===== config.mk =====
export PLATFORM = sky130hd
export DESIGN_NAME = ycbcr422_unpack_flat
export DESIGN_NICKNAME = d
export VERILOG_FILES = /design/src/rtl/ycbcr422_unpack_pkg.sv /design/src/rtl/ycbcr422_unpack_if.sv /design/src/rtl/ycbcr422_unpack.sv /design/src/flat_wrapper.sv
export SDC_FILE = /design/constraint.sdc
export NUM_CORES = 1
export LEC_CHECK = 0
export BUFFER_PORTS_ARGS = -buffer_cell sky130_fd_sc_hd__buf_2
export CAP_MARGIN = 20
export CORE_ASPECT_RATIO = 0.8
export CORE_UTILIZATION = 59
export CTS_CLUSTER_DIAMETER = 100
export DETAILED_ROUTE_END_ITERATION = 6
export GPL_ROUTABILITY_DRIVEN = 0
export GPL_TIMING_DRIVEN = 0
export MAX_ROUTING_LAYER = met4
export PLACE_DENSITY = 0.9
export SYNTH_ARGS = -nofsm -noshare
export SYNTH_HDL_FRONTEND = slang
export SYNTH_SLANG_ARGS = --single-unit

===== constraint.sdc =====
create_clock -name i_clk -period 4.41 [get_ports i_clk]
set_input_delay 0 -clock i_clk [delete_from_list [all_inputs] [get_ports i_clk]]
set_output_delay 0 -clock i_clk [all_outputs]
set_load 0.05 [all_outputs]

===== src/rtl/ycbcr422_unpack_pkg.sv =====
// rtl/ycbcr422_unpack_pkg.sv - shared types, constants and helpers for ycbcr422_unpack
package ycbcr422_unpack_pkg;

  localparam logic [7:0] CHROMA_NEUTRAL = 8'd128;

  typedef enum logic {
    WAIT_VS = 1'b0,
    FRAME   = 1'b1
  } state_t;

  // one pipeline slot: luma, the chroma sample it carried, syncs and its phase
  typedef struct packed {
    logic [7:0] y;
    logic [7:0] c;
    logic       de;
    logic       hs;
    logic       vs;
    logic       phase;
  } stage_t;

  typedef struct packed {
    state_t      state;
    stage_t      s1;
    stage_t      s2;
    logic [7:0]  hold_cb;
    logic [7:0]  pix_y;
    logic [7:0]  pix_cb;
    logic [7:0]  pix_cr;
    logic        de;
    logic        hs;
    logic        vs;
    logic        vs_d;
    logic [10:0] col;
    logic [9:0]  row;
    logic [10:0] width;
    logic [9:0]  height;
    logic        frame_done;
    logic        err_odd;
  } regs_t;

  localparam regs_t REGS_RESET = regs_t'('0);

  function automatic logic [10:0] inc_sat11(input logic [10:0] v);
    return (v == 11'h7FF) ? v : v + 11'd1;
  endfunction

  function automatic logic [9:0] inc_sat10(input logic [9:0] v);
    return (v == 10'h3FF) ? v : v + 10'd1;
  endfunction

endpackage


===== src/rtl/ycbcr422_unpack_if.sv =====
// rtl/ycbcr422_unpack_if.sv - video in/out bundle for ycbcr422_unpack
interface ycbcr422_unpack_if;
  logic        i_hsync;
  logic        i_vsync;
  logic        i_de;
  logic [17:0] i_YCbCr;
  logic        o_hsync;
  logic        o_vsync;
  logic        o_de;
  logic [7:0]  o_Y;
  logic [7:0]  o_Cb;
  logic [7:0]  o_Cr;
  logic [10:0] o_x;
  logic [9:0]  o_y;
  logic [10:0] o_width;
  logic [9:0]  o_height;
  logic        o_frame_done;
  logic        o_locked;
  logic        o_err_odd;

  modport master (
    output i_hsync, i_vsync, i_de, i_YCbCr,
    input  o_hsync, o_vsync, o_de, o_Y, o_Cb, o_Cr, o_x, o_y,
           o_width, o_height, o_frame_done, o_locked, o_err_odd
  );

  modport slave (
    input  i_hsync, i_vsync, i_de, i_YCbCr,
    output o_hsync, o_vsync, o_de, o_Y, o_Cb, o_Cr, o_x, o_y,
           o_width, o_height, o_frame_done, o_locked, o_err_odd
  );
endinterface


===== src/rtl/ycbcr422_unpack.sv =====
// rtl/ycbcr422_unpack.sv - 4:2:2 YCbCr to 4:4:4 unpacker with position and resolution tracking
module ycbcr422_unpack
  import ycbcr422_unpack_pkg::*;
#(
  parameter logic vsync_active = 1'b1
) (
  input logic              i_clk,
  input logic              i_nrst,
  ycbcr422_unpack_if.slave bus
);

  regs_t r;
  regs_t rin;
  logic  vs_edge;
  logic  line_end;
  logic  unused_hi;

  // bits [17:16] of the pixel word carry nothing for this format
  assign unused_hi = ^bus.i_YCbCr[17:16];

  // next-state: input capture, chroma pairing, position counters and frame FSM
  always_comb begin
    rin      = r;
    vs_edge  = 1'b0;
    line_end = 1'b0;

    // phase restarts at 0 on the first active word after any gap
    rin.s1.y     = bus.i_YCbCr[15:8];
    rin.s1.c     = bus.i_YCbCr[7:0];
    rin.s1.de    = bus.i_de;
    rin.s1.hs    = bus.i_hsync;
    rin.s1.vs    = bus.i_vsync;
    rin.s1.phase = bus.i_de & r.s1.de & ~r.s1.phase;
    rin.s2       = r.s1;

    rin.de         = r.s2.de;
    rin.hs         = r.s2.hs;
    rin.vs         = r.s2.vs;
    rin.vs_d       = r.vs;
    rin.frame_done = 1'b0;

    if (r.s2.de) begin
      rin.pix_y = r.s2.y;
      if (!r.s2.phase) begin
        // even pixel: Cr comes from the odd partner one stage behind
        rin.hold_cb = r.s2.c;
        rin.pix_cb  = r.s2.c;
        if (r.s1.de && r.s1.phase) begin
          rin.pix_cr = r.s1.c;
        end else begin
          rin.pix_cr  = CHROMA_NEUTRAL;
          rin.err_odd = 1'b1;
        end
      end else begin
        rin.pix_cb = r.hold_cb;
        rin.pix_cr = r.s2.c;
      end
      rin.col = r.de ? inc_sat11(r.col) : 11'd0;
    end else begin
      rin.pix_y  = 8'd0;
      rin.pix_cb = 8'd0;
      rin.pix_cr = 8'd0;
    end

    // output de falling edge closes the line
    line_end = r.de & ~r.s2.de;
    if (line_end) begin
      rin.width = inc_sat11(r.col);
      rin.row   = inc_sat10(r.row);
    end

    // vsync leading edge as seen at the output stage
    vs_edge = (r.vs == vsync_active) && (r.vs_d != vsync_active);
    if (vs_edge) begin
      // a line finishing on the edge cycle belongs to the new frame
      rin.row = line_end ? 10'd1 : 10'd0;
      if (r.state == WAIT_VS) begin
        rin.state = FRAME;
      end else begin
        rin.height     = r.row;
        rin.frame_done = 1'b1;
      end
    end
  end

  // state register with asynchronous flush
  always_ff @(posedge i_clk or negedge i_nrst) begin
    if (!i_nrst) begin
      r <= REGS_RESET;
    end else begin
      r <= rin;
    end
  end

  assign bus.o_hsync      = r.hs;
  assign bus.o_vsync      = r.vs;
  assign bus.o_de         = r.de;
  assign bus.o_Y          = r.pix_y;
  assign bus.o_Cb         = r.pix_cb;
  assign bus.o_Cr         = r.pix_cr;
  assign bus.o_x          = r.col;
  assign bus.o_y          = r.row;
  assign bus.o_width      = r.width;
  assign bus.o_height     = r.height;
  assign bus.o_frame_done = r.frame_done;
  assign bus.o_locked     = (r.state == FRAME);
  assign bus.o_err_odd    = r.err_odd;

endmodule


===== src/flat_wrapper.sv =====
// flat-port wrapper written by rule: the top's interface ports become plain ports
module ycbcr422_unpack_flat import ycbcr422_unpack_pkg::*;
#(
  parameter logic vsync_active = 1'b1
)
  (i_clk, i_nrst, bus_i_hsync, bus_i_vsync, bus_i_de, bus_i_YCbCr, bus_o_hsync, bus_o_vsync, bus_o_de, bus_o_Y, bus_o_Cb, bus_o_Cr, bus_o_x, bus_o_y, bus_o_width, bus_o_height, bus_o_frame_done, bus_o_locked, bus_o_err_odd);
  ycbcr422_unpack_if bus_i ();
  input logic i_clk;
  input logic i_nrst;
  input wire logic [$bits(bus_i.i_hsync)-1:0] bus_i_hsync;
  input wire logic [$bits(bus_i.i_vsync)-1:0] bus_i_vsync;
  input wire logic [$bits(bus_i.i_de)-1:0] bus_i_de;
  input wire logic [$bits(bus_i.i_YCbCr)-1:0] bus_i_YCbCr;
  output wire logic [$bits(bus_i.o_hsync)-1:0] bus_o_hsync;
  output wire logic [$bits(bus_i.o_vsync)-1:0] bus_o_vsync;
  output wire logic [$bits(bus_i.o_de)-1:0] bus_o_de;
  output wire logic [$bits(bus_i.o_Y)-1:0] bus_o_Y;
  output wire logic [$bits(bus_i.o_Cb)-1:0] bus_o_Cb;
  output wire logic [$bits(bus_i.o_Cr)-1:0] bus_o_Cr;
  output wire logic [$bits(bus_i.o_x)-1:0] bus_o_x;
  output wire logic [$bits(bus_i.o_y)-1:0] bus_o_y;
  output wire logic [$bits(bus_i.o_width)-1:0] bus_o_width;
  output wire logic [$bits(bus_i.o_height)-1:0] bus_o_height;
  output wire logic [$bits(bus_i.o_frame_done)-1:0] bus_o_frame_done;
  output wire logic [$bits(bus_i.o_locked)-1:0] bus_o_locked;
  output wire logic [$bits(bus_i.o_err_odd)-1:0] bus_o_err_odd;
  assign bus_i.i_hsync = bus_i_hsync;
  assign bus_i.i_vsync = bus_i_vsync;
  assign bus_i.i_de = bus_i_de;
  assign bus_i.i_YCbCr = bus_i_YCbCr;
  assign bus_o_hsync = bus_i.o_hsync;
  assign bus_o_vsync = bus_i.o_vsync;
  assign bus_o_de = bus_i.o_de;
  assign bus_o_Y = bus_i.o_Y;
  assign bus_o_Cb = bus_i.o_Cb;
  assign bus_o_Cr = bus_i.o_Cr;
  assign bus_o_x = bus_i.o_x;
  assign bus_o_y = bus_i.o_y;
  assign bus_o_width = bus_i.o_width;
  assign bus_o_height = bus_i.o_height;
  assign bus_o_frame_done = bus_i.o_frame_done;
  assign bus_o_locked = bus_i.o_locked;
  assign bus_o_err_odd = bus_i.o_err_odd;
  ycbcr422_unpack #(.vsync_active(vsync_active)) u_core (.i_clk(i_clk), .i_nrst(i_nrst), .bus(bus_i));
endmodule

==> results.py <==
metrics = {
    "status": {
        "status": "completed",
    },
    "drt": {
        "wire_per_inst_um": 16.6,
        "ant_nets": 0,
        "vias_per_cell": 5.28,
        "drtIter0Drc": 194,
        "wl_mm": 11.2,
        "num_vias": 3560,
        "dr.pass1.iters": 5,
        "drc": 0,
    },
    "worst_setup_path": {
        "setup.worst_path.start_class": "register",
        "worst_setup_path_end_kind": "register",
        "worstRegToRegCells": 6,
        "crit_required_ns": 4.86,
        "critPathMaxFanout": 9,
        "critPathKind": "register to register",
        "worstPathArrival_ns": 2.54,
    },
    "clocking": {
        "cts_buffer_depth": 2,
        "htreeDepth": 4,
        "ctsResizeCount": 0,
        "path_clk_slew_ns": 0.06,
        "cts-root-buf": "clkbuf_8",
        "cts_made_buffers": 17,
        "cts.sinks": 121,
        "tritoncts": "done",
        "clk_latency_ns": 0.51,
    },
    "timing": {
        "clock.fmax_ghz": 0.477,
        "slew_headroom": 0.397,
        "rsz0062_at_grt": "false",
        "setup_tns_ns": 0,
        "min_period_ns": 2.10,
        "finClkSkew_ns": 0.00901,
        "period_share": 0.475,
        "tightest_slew_ns": 0.898,
        "setup_viol": 0,
        "report.final.slew_viol_count": 0,
        "hold_violations": 0,
    },
    "yosys": {
        "syn_avg_cell_area_um2": 11.9,
        "yosys-top-cells-area": "dfrtp_1 61%, buf_4 9.9%, mux2_2 4.3%",
        "synth_top_cell_by_area": "dfrtp_1",
        "synth_top_area_frac": 0.605,
        "async_flop_share": 1.00,
        "synth.cell_area_um2": 5000,
        "synth_seq_cells": 121,
        "synth_edf_count": 0,
        "yosysWarnings": 0,
        "syn_nets": 444,
        "yosysSeqAreaShare": 0.605,
        "synth-main-ff-cell": "dfrtp_1",
        "synth.distinct_cells": 51,
        "synth_most_common_cell": "dfrtp_1",
        "syn_inst": 419,
        "synthTopCellsByCount": "121 x dfrtp_1, 66 x buf_4, 31 x nor2_1",
    },
    "floorplanning": {
        "pin_count": 95,
        "start_util": 0.621,
        "rows": 29,
        "fp.dieArea_um2": 8850,
        "die_h_um": 84.3,
        "die_w_um": 105,
        "core-area_um2": 8060,
    },
    "layout": {
        "area_delta_synth_final_pct": 29.0,
        "nets": 578,
        "n_antenna_cell": 0,
        "final_area_um2": 6450,
        "stdcell_count": 674,
        "drive_above_1_share": 0.406,
    },
    "power": {
        "combPwrFrac": 0.128,
        "switching_share": 0.272,
        "p_sw_w": 0.000818,
        "p_seq_frac": 0.407,
        "p_int_w": 0.00219,
        "power_density_nw_per_um2": 466,
        "p_leak_nw": 3.25,
        "pwr-share-clk": 0.464,
        "ir_drop_mv": 0.468,
    },
    "flow_run": {
        "cap_viol_max_count": 0,
    },
    "global_routing": {
        "grt_pass1_vias": 3482,
        "grt_remaining_overflow": 0,
        "antenna_found_initial": 0,
        "grt_usage": 0.281,
        "grt_start_max_net_pins": 71,
        "grt_first_pass_wirelength_mm": 17.9,
    },
    "place": {
        "place_inst": 620,
        "place_area_um2": 5630,
        "port_buffers": 92,
        "place_hpwl_mm": 6.62,
    },
    "hold_path": {
        "hold_path_class": "input port to register",
        "holdPathStages": 2,
    },
}
repair_timing:
item                      CTS  global route
hold buffers               22             0
buffers inserted            0             0
hold endpoints to repair  141             0
cell usage in the layout (no fill, tap or decap), types with 14 or more instances in the layout:
| cell | n |
|---|---|
| a21oi_1 | 24 |
| buf_2 | 93 |
| buf_4 | 66 |
| clkbuf_16 | 16 |
| dfrtp_1 | 121 |
| dlygate4sd3_1 | 22 |
| mux2_2 | 19 |
| nand2_1 | 26 |
| nor2_1 | 31 |
| o21ai_0 | 14 |
worst max-delay path, cell delays in order (launching register included):
cell	delay [ns]
dfrtp_1	0.46
ha_1	0.29
nand2_1	0.21
or4_4	0.53
buf_6	0.16
o21ai_1	0.19
mux2_2	0.20
sequential cells by signal, summed over array words and instances (netlist names):
signal	count
u_core.r	49
u_core.bus.o_width	11
u_core.bus.o_x	11
u_core.bus.o_height	10
u_core.bus.o_y	10
u_core.bus.o_Cb	8
u_core.bus.o_Cr	8
u_core.bus.o_Y	8
u_core.bus.o_de	1
u_core.bus.o_err_odd	1
u_core.bus.o_frame_done	1
u_core.bus.o_hsync	1
u_core.bus.o_locked	1
u_core.bus.o_vsync	1
metal layers:
metal	part of all wire	routed length (um)	GRT usage	vias to the layer above
met4	0.020	225	0.0871	0
met1	0.41	4620	0.343	1736
li1	-	-	-	1647
met5	0	0	-	-
met3	0.054	607	0.0707	25
met2	0.51	5760	0.465	152
power groups by stage:
stage	logic [W]	clock network, W	registers [W]
after floorplan	0.000271	0	0.00123
after global placement	0.000355	0	0.00123
after detailed placement	0.000368	0	0.00124
after CTS	0.000386	0.00141	0.00122
after global routing	0.000409	0.00147	0.00123
final	0.000386	0.00140	0.00122
per-stage QoR:
step                setup WS (ns)  hold WS [ns]   util  total power (W)
finish                       2.31         0.130  0.801          0.00301
global route                 2.17         0.103  0.801          0.00311
CTS                          2.33         0.102  0.801          0.00302
detailed placement           2.41       -0.0201  0.699          0.00161
global placement             1.98         0.107  0.695          0.00159
floorplan                    2.51        -0.296      -          0.00151
path summary, 6_finish.rpt:
check                                  start                     end  slack [ns]
setup / recovery           u_core.bus.o_x[0]       u_core.bus.o_x[0]        2.31
hold / removal                bus_i_YCbCr[6]           u_core.r[110]        0.13
setup reg to reg           u_core.bus.o_x[0]       u_core.bus.o_x[0]        2.31
hold reg to reg                u_core.r[115]            u_core.r[95]        0.35
max in group asynchronous             i_nrst            u_core.r[81]        2.97
min in group asynchronous             i_nrst  u_core.bus.o_height[5]        0.55
logic make-up after synthesis:
logic type / after synthesis / share of synthesized area
flops: 121 / 0.605
mux: 29 / 0.0628
simple gates: 108 / 0.114
xor+xnor: 4 / 0.00700
compound gates: 66 / 0.0811
fa+ha+maj: 2 / 0.00500
buf+inv: 89 / 0.125
final cells by class:
type	count	area, um^2
Multi-Input combinational cell	209	1350
Timing Repair Buffer	115	714
Clock inverter	15	188
Tap cell	108	135
Buffer	84	607
Inverter	5	18.8
Sequential cell	121	3030
Fill cell	481	1600
Clock buffer	17	414
No activity file was read; power rests on OpenSTA's default activity.
